--- src/rtl/dmem_port_arbiter_pkg.sv ---
// +------------------------------------------------------------------+
// | dmem_port_arbiter_pkg : shared types/defaults for the dmem arbiter|
// | rev 1.0                                                           |
// +------------------------------------------------------------------+
`default_nettype none

package dmem_port_arbiter_pkg;

  localparam int AW_DEFAULT = 32;
  localparam int DW_DEFAULT = 32;

  typedef enum logic [0:0] {
    ARB_IDLE   = 1'b0,
    ARB_SECOND = 1'b1
  } arb_state_t;

endpackage

`default_nettype wire

--- src/rtl/dmem_port_arbiter_if.sv ---
// +------------------------------------------------------------------+
// | dmem_port_arbiter_if : MEM-stage lanes <-> arbiter <-> data memory|
// | rev 1.0                                                           |
// +------------------------------------------------------------------+
`default_nettype none

interface dmem_port_arbiter_if #(
  parameter int AW = 32,
  parameter int DW = 32
);
  logic          req0_valid;
  logic          req0_we;
  logic [AW-1:0] req0_addr;
  logic [DW-1:0] req0_wdata;
  logic          req1_valid;
  logic          req1_we;
  logic [AW-1:0] req1_addr;
  logic [DW-1:0] req1_wdata;
  logic          flush;
  logic [DW-1:0] mem_readdata;
  logic          memwrite;
  logic [AW-1:0] dataadr;
  logic [DW-1:0] writedata;
  logic [DW-1:0] rdata0;
  logic [DW-1:0] rdata1;
  logic          stall;

  // Pipeline and memory side together drive the requests and read data
  modport master (
    output req0_valid, req0_we, req0_addr, req0_wdata,
    output req1_valid, req1_we, req1_addr, req1_wdata,
    output flush, mem_readdata,
    input  memwrite, dataadr, writedata, rdata0, rdata1, stall
  );

  modport slave (
    input  req0_valid, req0_we, req0_addr, req0_wdata,
    input  req1_valid, req1_we, req1_addr, req1_wdata,
    input  flush, mem_readdata,
    output memwrite, dataadr, writedata, rdata0, rdata1, stall
  );
endinterface

`default_nettype wire

--- src/rtl/dmem_port_arbiter_flopenr.sv ---
// +------------------------------------------------------------------+
// | flopenr : enabled register with asynchronous active-high reset    |
// | rev 1.0                                                           |
// +------------------------------------------------------------------+
`default_nettype none

module flopenr #(
  parameter int WIDTH = 32
) (
  input  logic             clk,
  input  logic             reset,
  input  logic             en,
  input  logic [WIDTH-1:0] d,
  output logic [WIDTH-1:0] q
);

  always_ff @(posedge clk or posedge reset) begin
    if (reset)   q <= '0;
    else if (en) q <= d;
  end

endmodule

`default_nettype wire

--- src/rtl/dmem_port_arbiter.sv ---
// +------------------------------------------------------------------+
// | dmem_port_arbiter : serializes two MEM lanes onto one dmem port   |
// | rev 1.0                                                           |
// +------------------------------------------------------------------+
`default_nettype none

module dmem_port_arbiter
  import dmem_port_arbiter_pkg::*;
#(
  parameter int AW = AW_DEFAULT,
  parameter int DW = DW_DEFAULT
) (
  input  logic                 clk,
  input  logic                 reset,
  dmem_port_arbiter_if.slave   bus
);

  arb_state_t    state;
  arb_state_t    state_next;
  logic          both_valid;
  logic          hold_en;
  logic [DW-1:0] hold0;
  logic          mem_we;
  logic [AW-1:0] mem_addr;
  logic [DW-1:0] mem_wdata;
  logic [DW-1:0] rd0;
  logic [DW-1:0] rd1;
  logic          stall_c;

  assign both_valid = bus.req0_valid & bus.req1_valid;
  assign hold_en    = (state == ARB_IDLE) & both_valid & ~bus.flush;

  flopenr #(.WIDTH(DW)) u_hold0 (
    .clk   (clk),
    .reset (reset),
    .en    (hold_en),
    .d     (bus.mem_readdata),
    .q     (hold0)
  );

  always_ff @(posedge clk or posedge reset) begin
    if (reset) state <= ARB_IDLE;
    else       state <= state_next;
  end

  always_comb begin
    state_next = ARB_IDLE;
    mem_we     = 1'b0;
    mem_addr   = '0;
    mem_wdata  = '0;
    stall_c    = 1'b0;
    rd0        = bus.mem_readdata;
    rd1        = bus.mem_readdata;
    if (reset) begin
      // Outputs are forced low the moment reset rises, aborting any lane 1 access
      rd0 = '0;
      rd1 = '0;
    end else begin
      case (state)
        ARB_IDLE: begin
          if (bus.req0_valid) begin
            mem_we    = bus.req0_we;
            mem_addr  = bus.req0_addr;
            mem_wdata = bus.req0_wdata;
            if (bus.req1_valid && !bus.flush) begin
              stall_c    = 1'b1;
              state_next = ARB_SECOND;
            end
          end else if (bus.req1_valid && !bus.flush) begin
            // A flushed younger op is never allowed to touch memory
            mem_we    = bus.req1_we;
            mem_addr  = bus.req1_addr;
            mem_wdata = bus.req1_wdata;
          end
        end
        ARB_SECOND: begin
          rd0 = hold0;
          if (!bus.flush) begin
            mem_we    = bus.req1_we;
            mem_addr  = bus.req1_addr;
            mem_wdata = bus.req1_wdata;
          end
        end
        default: state_next = ARB_IDLE;
      endcase
    end
  end

  assign bus.memwrite  = mem_we;
  assign bus.dataadr   = mem_addr;
  assign bus.writedata = mem_wdata;
  assign bus.rdata0    = rd0;
  assign bus.rdata1    = rd1;
  assign bus.stall     = stall_c;

endmodule

`default_nettype wire

--- src/flat_wrapper.sv ---
// flat-port wrapper written by rule: the top's interface ports become plain ports
module dmem_port_arbiter_flat import dmem_port_arbiter_pkg::*;
#(
  parameter int AW = AW_DEFAULT,
  parameter int DW = DW_DEFAULT
)
  (clk, reset, bus_req0_valid, bus_req0_we, bus_req0_addr, bus_req0_wdata, bus_req1_valid, bus_req1_we, bus_req1_addr, bus_req1_wdata, bus_flush, bus_mem_readdata, bus_memwrite, bus_dataadr, bus_writedata, bus_rdata0, bus_rdata1, bus_stall);
  dmem_port_arbiter_if #(.AW(AW), .DW(DW)) bus_i ();
  input  logic clk;
  input  logic reset;
  input wire logic [$bits(bus_i.req0_valid)-1:0] bus_req0_valid;
  input wire logic [$bits(bus_i.req0_we)-1:0] bus_req0_we;
  input wire logic [$bits(bus_i.req0_addr)-1:0] bus_req0_addr;
  input wire logic [$bits(bus_i.req0_wdata)-1:0] bus_req0_wdata;
  input wire logic [$bits(bus_i.req1_valid)-1:0] bus_req1_valid;
  input wire logic [$bits(bus_i.req1_we)-1:0] bus_req1_we;
  input wire logic [$bits(bus_i.req1_addr)-1:0] bus_req1_addr;
  input wire logic [$bits(bus_i.req1_wdata)-1:0] bus_req1_wdata;
  input wire logic [$bits(bus_i.flush)-1:0] bus_flush;
  input wire logic [$bits(bus_i.mem_readdata)-1:0] bus_mem_readdata;
  output wire logic [$bits(bus_i.memwrite)-1:0] bus_memwrite;
  output wire logic [$bits(bus_i.dataadr)-1:0] bus_dataadr;
  output wire logic [$bits(bus_i.writedata)-1:0] bus_writedata;
  output wire logic [$bits(bus_i.rdata0)-1:0] bus_rdata0;
  output wire logic [$bits(bus_i.rdata1)-1:0] bus_rdata1;
  output wire logic [$bits(bus_i.stall)-1:0] bus_stall;
  assign bus_i.req0_valid = bus_req0_valid;
  assign bus_i.req0_we = bus_req0_we;
  assign bus_i.req0_addr = bus_req0_addr;
  assign bus_i.req0_wdata = bus_req0_wdata;
  assign bus_i.req1_valid = bus_req1_valid;
  assign bus_i.req1_we = bus_req1_we;
  assign bus_i.req1_addr = bus_req1_addr;
  assign bus_i.req1_wdata = bus_req1_wdata;
  assign bus_i.flush = bus_flush;
  assign bus_i.mem_readdata = bus_mem_readdata;
  assign bus_memwrite = bus_i.memwrite;
  assign bus_dataadr = bus_i.dataadr;
  assign bus_writedata = bus_i.writedata;
  assign bus_rdata0 = bus_i.rdata0;
  assign bus_rdata1 = bus_i.rdata1;
  assign bus_stall = bus_i.stall;
  dmem_port_arbiter #(.AW(AW), .DW(DW)) u_core (.clk(clk), .reset(reset), .bus(bus_i));
endmodule
--- config.mk ---
export PLATFORM = sky130hd
export DESIGN_NAME = dmem_port_arbiter_flat
export DESIGN_NICKNAME = d
export VERILOG_FILES = /design/src/rtl/dmem_port_arbiter_pkg.sv /design/src/rtl/dmem_port_arbiter_if.sv /design/src/rtl/dmem_port_arbiter_flopenr.sv /design/src/rtl/dmem_port_arbiter.sv /design/src/flat_wrapper.sv
export SDC_FILE = /design/constraint.sdc
export NUM_CORES = 1
export LEC_CHECK = 0
export CAP_MARGIN = 20
export CORE_ASPECT_RATIO = 0.5
export CORE_UTILIZATION = 25
export CTS_CLUSTER_SIZE = 12
export DETAILED_ROUTE_END_ITERATION = 8
export PLACE_DENSITY = 0.73
export SLEW_MARGIN = 15
export SYNTH_ARGS = -nofsm -noshare
export SYNTH_HDL_FRONTEND = slang
export SYNTH_HIERARCHICAL = 1
export SYNTH_SLANG_ARGS = --single-unit
--- constraint.sdc ---
create_clock -name clk -period 2.1 [get_ports clk]
set_input_delay 0.21 -clock clk [delete_from_list [all_inputs] [get_ports clk]]
set_output_delay 0.21 -clock clk [all_outputs]
set_load 0.005 [all_outputs]
# Word-level counts from Yosys, hierarchy flattened
# Index checks and enable logic that the tools add are counted.
dict set report classes {
  muxes 22
  bitwise 5
  n_reduce_logical 2
}
# operator n
set ops {}
lappend ops {{$mux 32} 11}
lappend ops {{$pmux 32 s2} 2}
lappend ops {{$mux 1} 8}
lappend ops {{$and 1x1->1} 3}
lappend ops {{$not 1->1} 2}
lappend ops {{$pmux 1 s2} 1}
lappend ops {{$logic_and 1x1->1} 1}
lappend ops {{$logic_not 1->1} 1}
dict set report totals {
  register_bits 33
  out_inout_bits 130
  word_cells 31
}

# Longest topological paths before layout
# Gate-level depths: netlist of the first run.
dict set report logic_depth {
  word_depth 6
  ltp_mapped 6
  depth_no_buf 3
}

# By module
# The synthesis of the first run kept the hierarchy.
# mod n_inst cells_per_inst area_per_inst_um2 seq_area_each_um2
set by_module_without_submodules {}
lappend by_module_without_submodules {dmem_port_arbiter 1 194 1432.6 25.0}
lappend by_module_without_submodules {flopenr 1 69 1348.8 800.8}

# Least setup slack after synthesis of the first run
# No wires, ideal clock.
dict set report synth_timing {
  path_kind {reg-to-reg}
  startpoint {register u_core.state}
  endpoint {register u_core.u_hold0.q[0]}
  setup_time_ns 0.125
  arrival_ns 1.470
  setup_slack_ns 0.505
  stages_incl_launch_ff 6
  n_path_buf 3
  cell_sequence {dfrtp_1 > buf_2 > nor4bb_1 > buf_6 > buf_12 > mux2_4}
}
dict set report synth_between {
  elab_chain_len 3
}
# item line_no
set synth_rtl {}
lappend synth_rtl {{from (decl)} dmem_port_arbiter.sv:18} ;# arb_state_t state;
lappend synth_rtl {{from (signal assigned)} dmem_port_arbiter.sv:43} ;# else state <= state_next;
lappend synth_rtl {{$not 1->1} dmem_port_arbiter.sv:31} ;# assign hold_en = (state == ARB_IDLE) & both_valid & ~bus.flush;
lappend synth_rtl {{$and 1x1->1 (2 in a row)} dmem_port_arbiter.sv:31}
lappend synth_rtl {{via u_core.hold_en} dmem_port_arbiter.sv:21} ;# logic hold_en;
lappend synth_rtl {{to (signal assigned)} dmem_port_arbiter_flopenr.sv:18} ;# if (reset) q <= '0;
lappend synth_rtl {{to (signal assigned)} dmem_port_arbiter_flopenr.sv:19} ;# else if (en) q <= d;
lappend synth_rtl {{to (decl)} dmem_port_arbiter_flopenr.sv:14} ;# output logic [WIDTH-1:0] q
# The timed path passes the listed nets, and every way through them passes these cells.
# A chain may end at the register's enable or synchronous reset.

# Worst setup path in the final report of the first run
dict set report layout_timing {
  startpoint {input bus_req0_valid}
  endpoint {output bus_writedata[25]}
}
dict set report layout_between {
  elab_chain_len 3
}
# item line_no
set layout_rtl {}
lappend layout_rtl {{from (decl)} flat_wrapper.sv:11} ;# input wire logic [$bits(bus_i.req0_valid)-1:0] bus_req0_valid;
lappend layout_rtl {{$mux 32} dmem_port_arbiter.sv:61} ;# if (bus.req0_valid) begin
lappend layout_rtl {{$pmux 32 s2} dmem_port_arbiter.sv:59} ;# case (state)
lappend layout_rtl {{$mux 32} dmem_port_arbiter.sv:54} ;# if (reset) begin
lappend layout_rtl {{to (decl)} flat_wrapper.sv:23} ;# output wire logic [$bits(bus_i.writedata)-1:0] bus_writedata;
# Every way passes these cells.

==> impl_metrics.yaml, run 1 <==
status:
  status: "finished clean"
cells_and_area:
  fin_nets: 738
  syn_to_final_growth_pct: 125
  seqCellArea_sq_um: 827
  drive_above_1_share: 0.156
  mostFrequentLayoutCell: "clkdlybuf4s50_1"
  fillers: 915
  multi_input_area_sq_mm: 0.00178
  layout_common_cells: "clkdlybuf4s50_1, a22o_1, dlygate4sd2_1"
  diodes: 0
cts:
  clkLatencyLatePin_ns: 0.27
  clockBufferDepth: 2
  cts-htree-levels: 2
  cts_root_buf: "clkbuf_16"
  cts_tree: "yes"
  cts_buffers: 5
  cts.sinks: 33
  path_clk_slew_ns: 0.05
critical_path:
  worst-endpoint-arrival_ns: 1.84
  reg2reg_depth: 6
  end_kind: "output pin"
  crit_required_ns: 1.89
  endpoint: "bus_writedata[25]"
  critPathMaxFanout: 7
  crit_start: "bus_req0_valid"
  r2r_end: "u_core/u_hold0/q[11]"
  r2r_start: "u_core/state"
  rrSetupSlack_ns: 0.06
  worst-setup-path-type: "in2out"
  worst_setup_path_start_kind: "primary input"
floorplanning:
  core-area_sq_mm: 0.0105
  die_h_microns: 76.6
  dieArea_sq_mm: 0.0116
  rows: 26
  boundaryPins: 297
  start_util: 0.265
  die_w_microns: 151
place:
  gp_congestion: 0.901
  dp_hpwl_microns: 11300
  place_ws_ns: -0.313
  io_buffers: 296
power_and_ir_drop:
  clock_power_share: 0.280
  peakVddDrop_v: 0.000330
  seq_power_share: 0.308
  internal_power_mw: 2.03
  p_comb_frac: 0.412
  switching_share: 0.250
  powerDensity_mw_per_mm2: 433
  leakage_nw: 2.75
  p_sw_mw: 0.677
global_route:
  gr-total-overflow: 0
  grt_pass1_vias: 3363
  grt_pass1_wl_microns: 20700
  antenna_found_initial: 3
  grt_max_degree: 50
  grt_usage: 0.242
synth:
  synth_top_family_by_area: "multiplexers"
  yosys.area_share.simple: 0.126
  yosysWarnings: 6
  ys_types: 20
  synth_cells: 263
  synth_fp_nets: 430
  synth_seq_cells: 33
  synthAdderAreaFrac: 0
  synth_xor_area_frac: 0
  synth_compound_area_frac: 0.209
  postSynthAreaPerCell_sq_um: 10.6
  synth_area_sq_mm: 0.00278
  synth.area.mux_share: 0.285
  ys_seq_area_frac: 0.297
timing:
  setup_ws_ns: 0.0519
  final_max_slew_viol_count: 0
  setup_violations: 0
  fin_crit_ns: 2.05
  skew_ns: 0.00180
  hold_violations: 0
  fin_crit_sh: 0.975
  whs_ns: 0.367
  slew_headroom: 0.675
  clock.fmax_ghz: 0.488
  worstMarginPinSlew_ns: 0.487
route:
  vias: 3308
  met1Wirelength_microns: 6040
  highest_layer: "met5"
  vias_per_cell: 4.65
  wl_per_cell_microns: 20.0
  drtPass1Iterations: 4
  postRouteAntennaNets: 0
  wl_met3_microns: 1200
  wl_met2_microns: 6800
  wl_microns: 14200
  drtIter0Drc: 145
  drc: 0
worst_hold_path:
  hp-class: "in2reg"
  min_from: "reset"
run:
  drv_cap: 0
-- state kept, by name (all words and copies together) (netlist names) --
register / count
u_core/state: 1
u_core/u_hold0/q: 32
-- synthesized netlist by cell type --
library cell | n | area (sq um)
a211oi_2 | 1 | 12.5
a22o_1 | 65 | 569
and2_1 | 1 | 6.26
and3_1 | 1 | 6.26
buf_1 | 3 | 11.3
buf_12 | 3 | 60.1
buf_2 | 11 | 55.1
buf_4 | 1 | 7.51
buf_6 | 6 | 67.6
clkbuf_1 | 5 | 18.8
dfrtp_1 | 33 | 826
inv_1 | 2 | 7.51
inv_2 | 1 | 3.75
mux2_2 | 2 | 22.5
mux2_4 | 30 | 450
mux2i_1 | 32 | 320
nand2b_1 | 1 | 6.26
nor2_1 | 32 | 120
nor2b_1 | 32 | 200
nor4bb_1 | 1 | 10.0
-- metal layers --
metal / vias up / global-route usage
li1: 1580 / -
met1: 1589 / 0.312
met2: 123 / 0.406
met3: 14 / 0.0617
met4: 2 / 0.0480
met5: - / 0
-- timing repair --
action	4_1_cts	5_1_grt
hold buffers	1	0
resized for setup	74	30
endpoints found under the setup margin	95	22
setup buffers	6	1
cloned	3	0
hold endpoints to repair	1	0
pin swaps	3	2
-- cells by family (layout without fill, tap and decap cells) --
| group | Yosys count | after routing |
|---|---|---|
| and+or+nand+nor | 68 | 68 |
| muxes | 64 | 64 |
| buffers and inverters | 32 | 341 |
| AOI/OAI and AO/OA | 66 | 66 |
| DFF | 33 | 33 |
-- worst max-delay path, cell delays in order --
cell             delay (ns)
clkdlybuf4s50_1        0.42
nand2b_4               0.16
a211oi_4               0.24
buf_12                 0.16
buf_12                 0.14
buf_4                  0.14
a22o_4                 0.15
clkdlybuf4s15_1        0.22
-- metrics by stage --
step            TNS, ns  power (mW)  cell area, sq um  utilization  cells
4_1_cts        -0.00290        2.73              6250        0.594    711
5_1_grt         -0.0858        2.85              6260        0.596    712
3_5_place_dp     -14.94        1.97              5980        0.569    693
6_report              0        2.71              6260        0.596    712
2_1_floorplan         0        1.26              2780            -    263
3_3_place_gp     -13.08        1.95              5980        0.569    693
-- area by class of cell --
class / count / share of cell area
clock buffer: 7 / 0.0244
clock inverter: 1 / 0.000800
multi-input combinational: 198 / 0.284
tap: 140 / 0.0280
inverter: 3 / 0.00180
timing repair buffer: 330 / 0.529
sequential: 33 / 0.132
-- worst min-delay path by stage --
stage	to	slack (ns)	cells past startpoint
2_1_floorplan	u_core/state	-0.05	1
3_3_place_gp	u_core/state	0.14	2
3_5_place_dp	u_core/state	0.15	2
4_1_cts	u_core/state	0.36	3
5_1_grt	u_core/state	0.39	3
6_report	u_core/state	0.37	3
-- power by group through the flow --
stage	clock, mW	combinational, mW	sequential, mW
4_1_cts	0.776	1.12	0.834
6_report	0.759	1.12	0.835
3_5_place_dp	0	1.13	0.842
3_3_place_gp	0	1.12	0.834
2_1_floorplan	0	0.437	0.819
5_1_grt	0.817	1.19	0.850
(Power assumes the default switching activity.)
==> run 2, diff against run 1 <==
- ABC_AREA: not set -> 0
==> results of run 2 <==
Same layout as run 1: the final DEF is identical, and so are final timing and power.
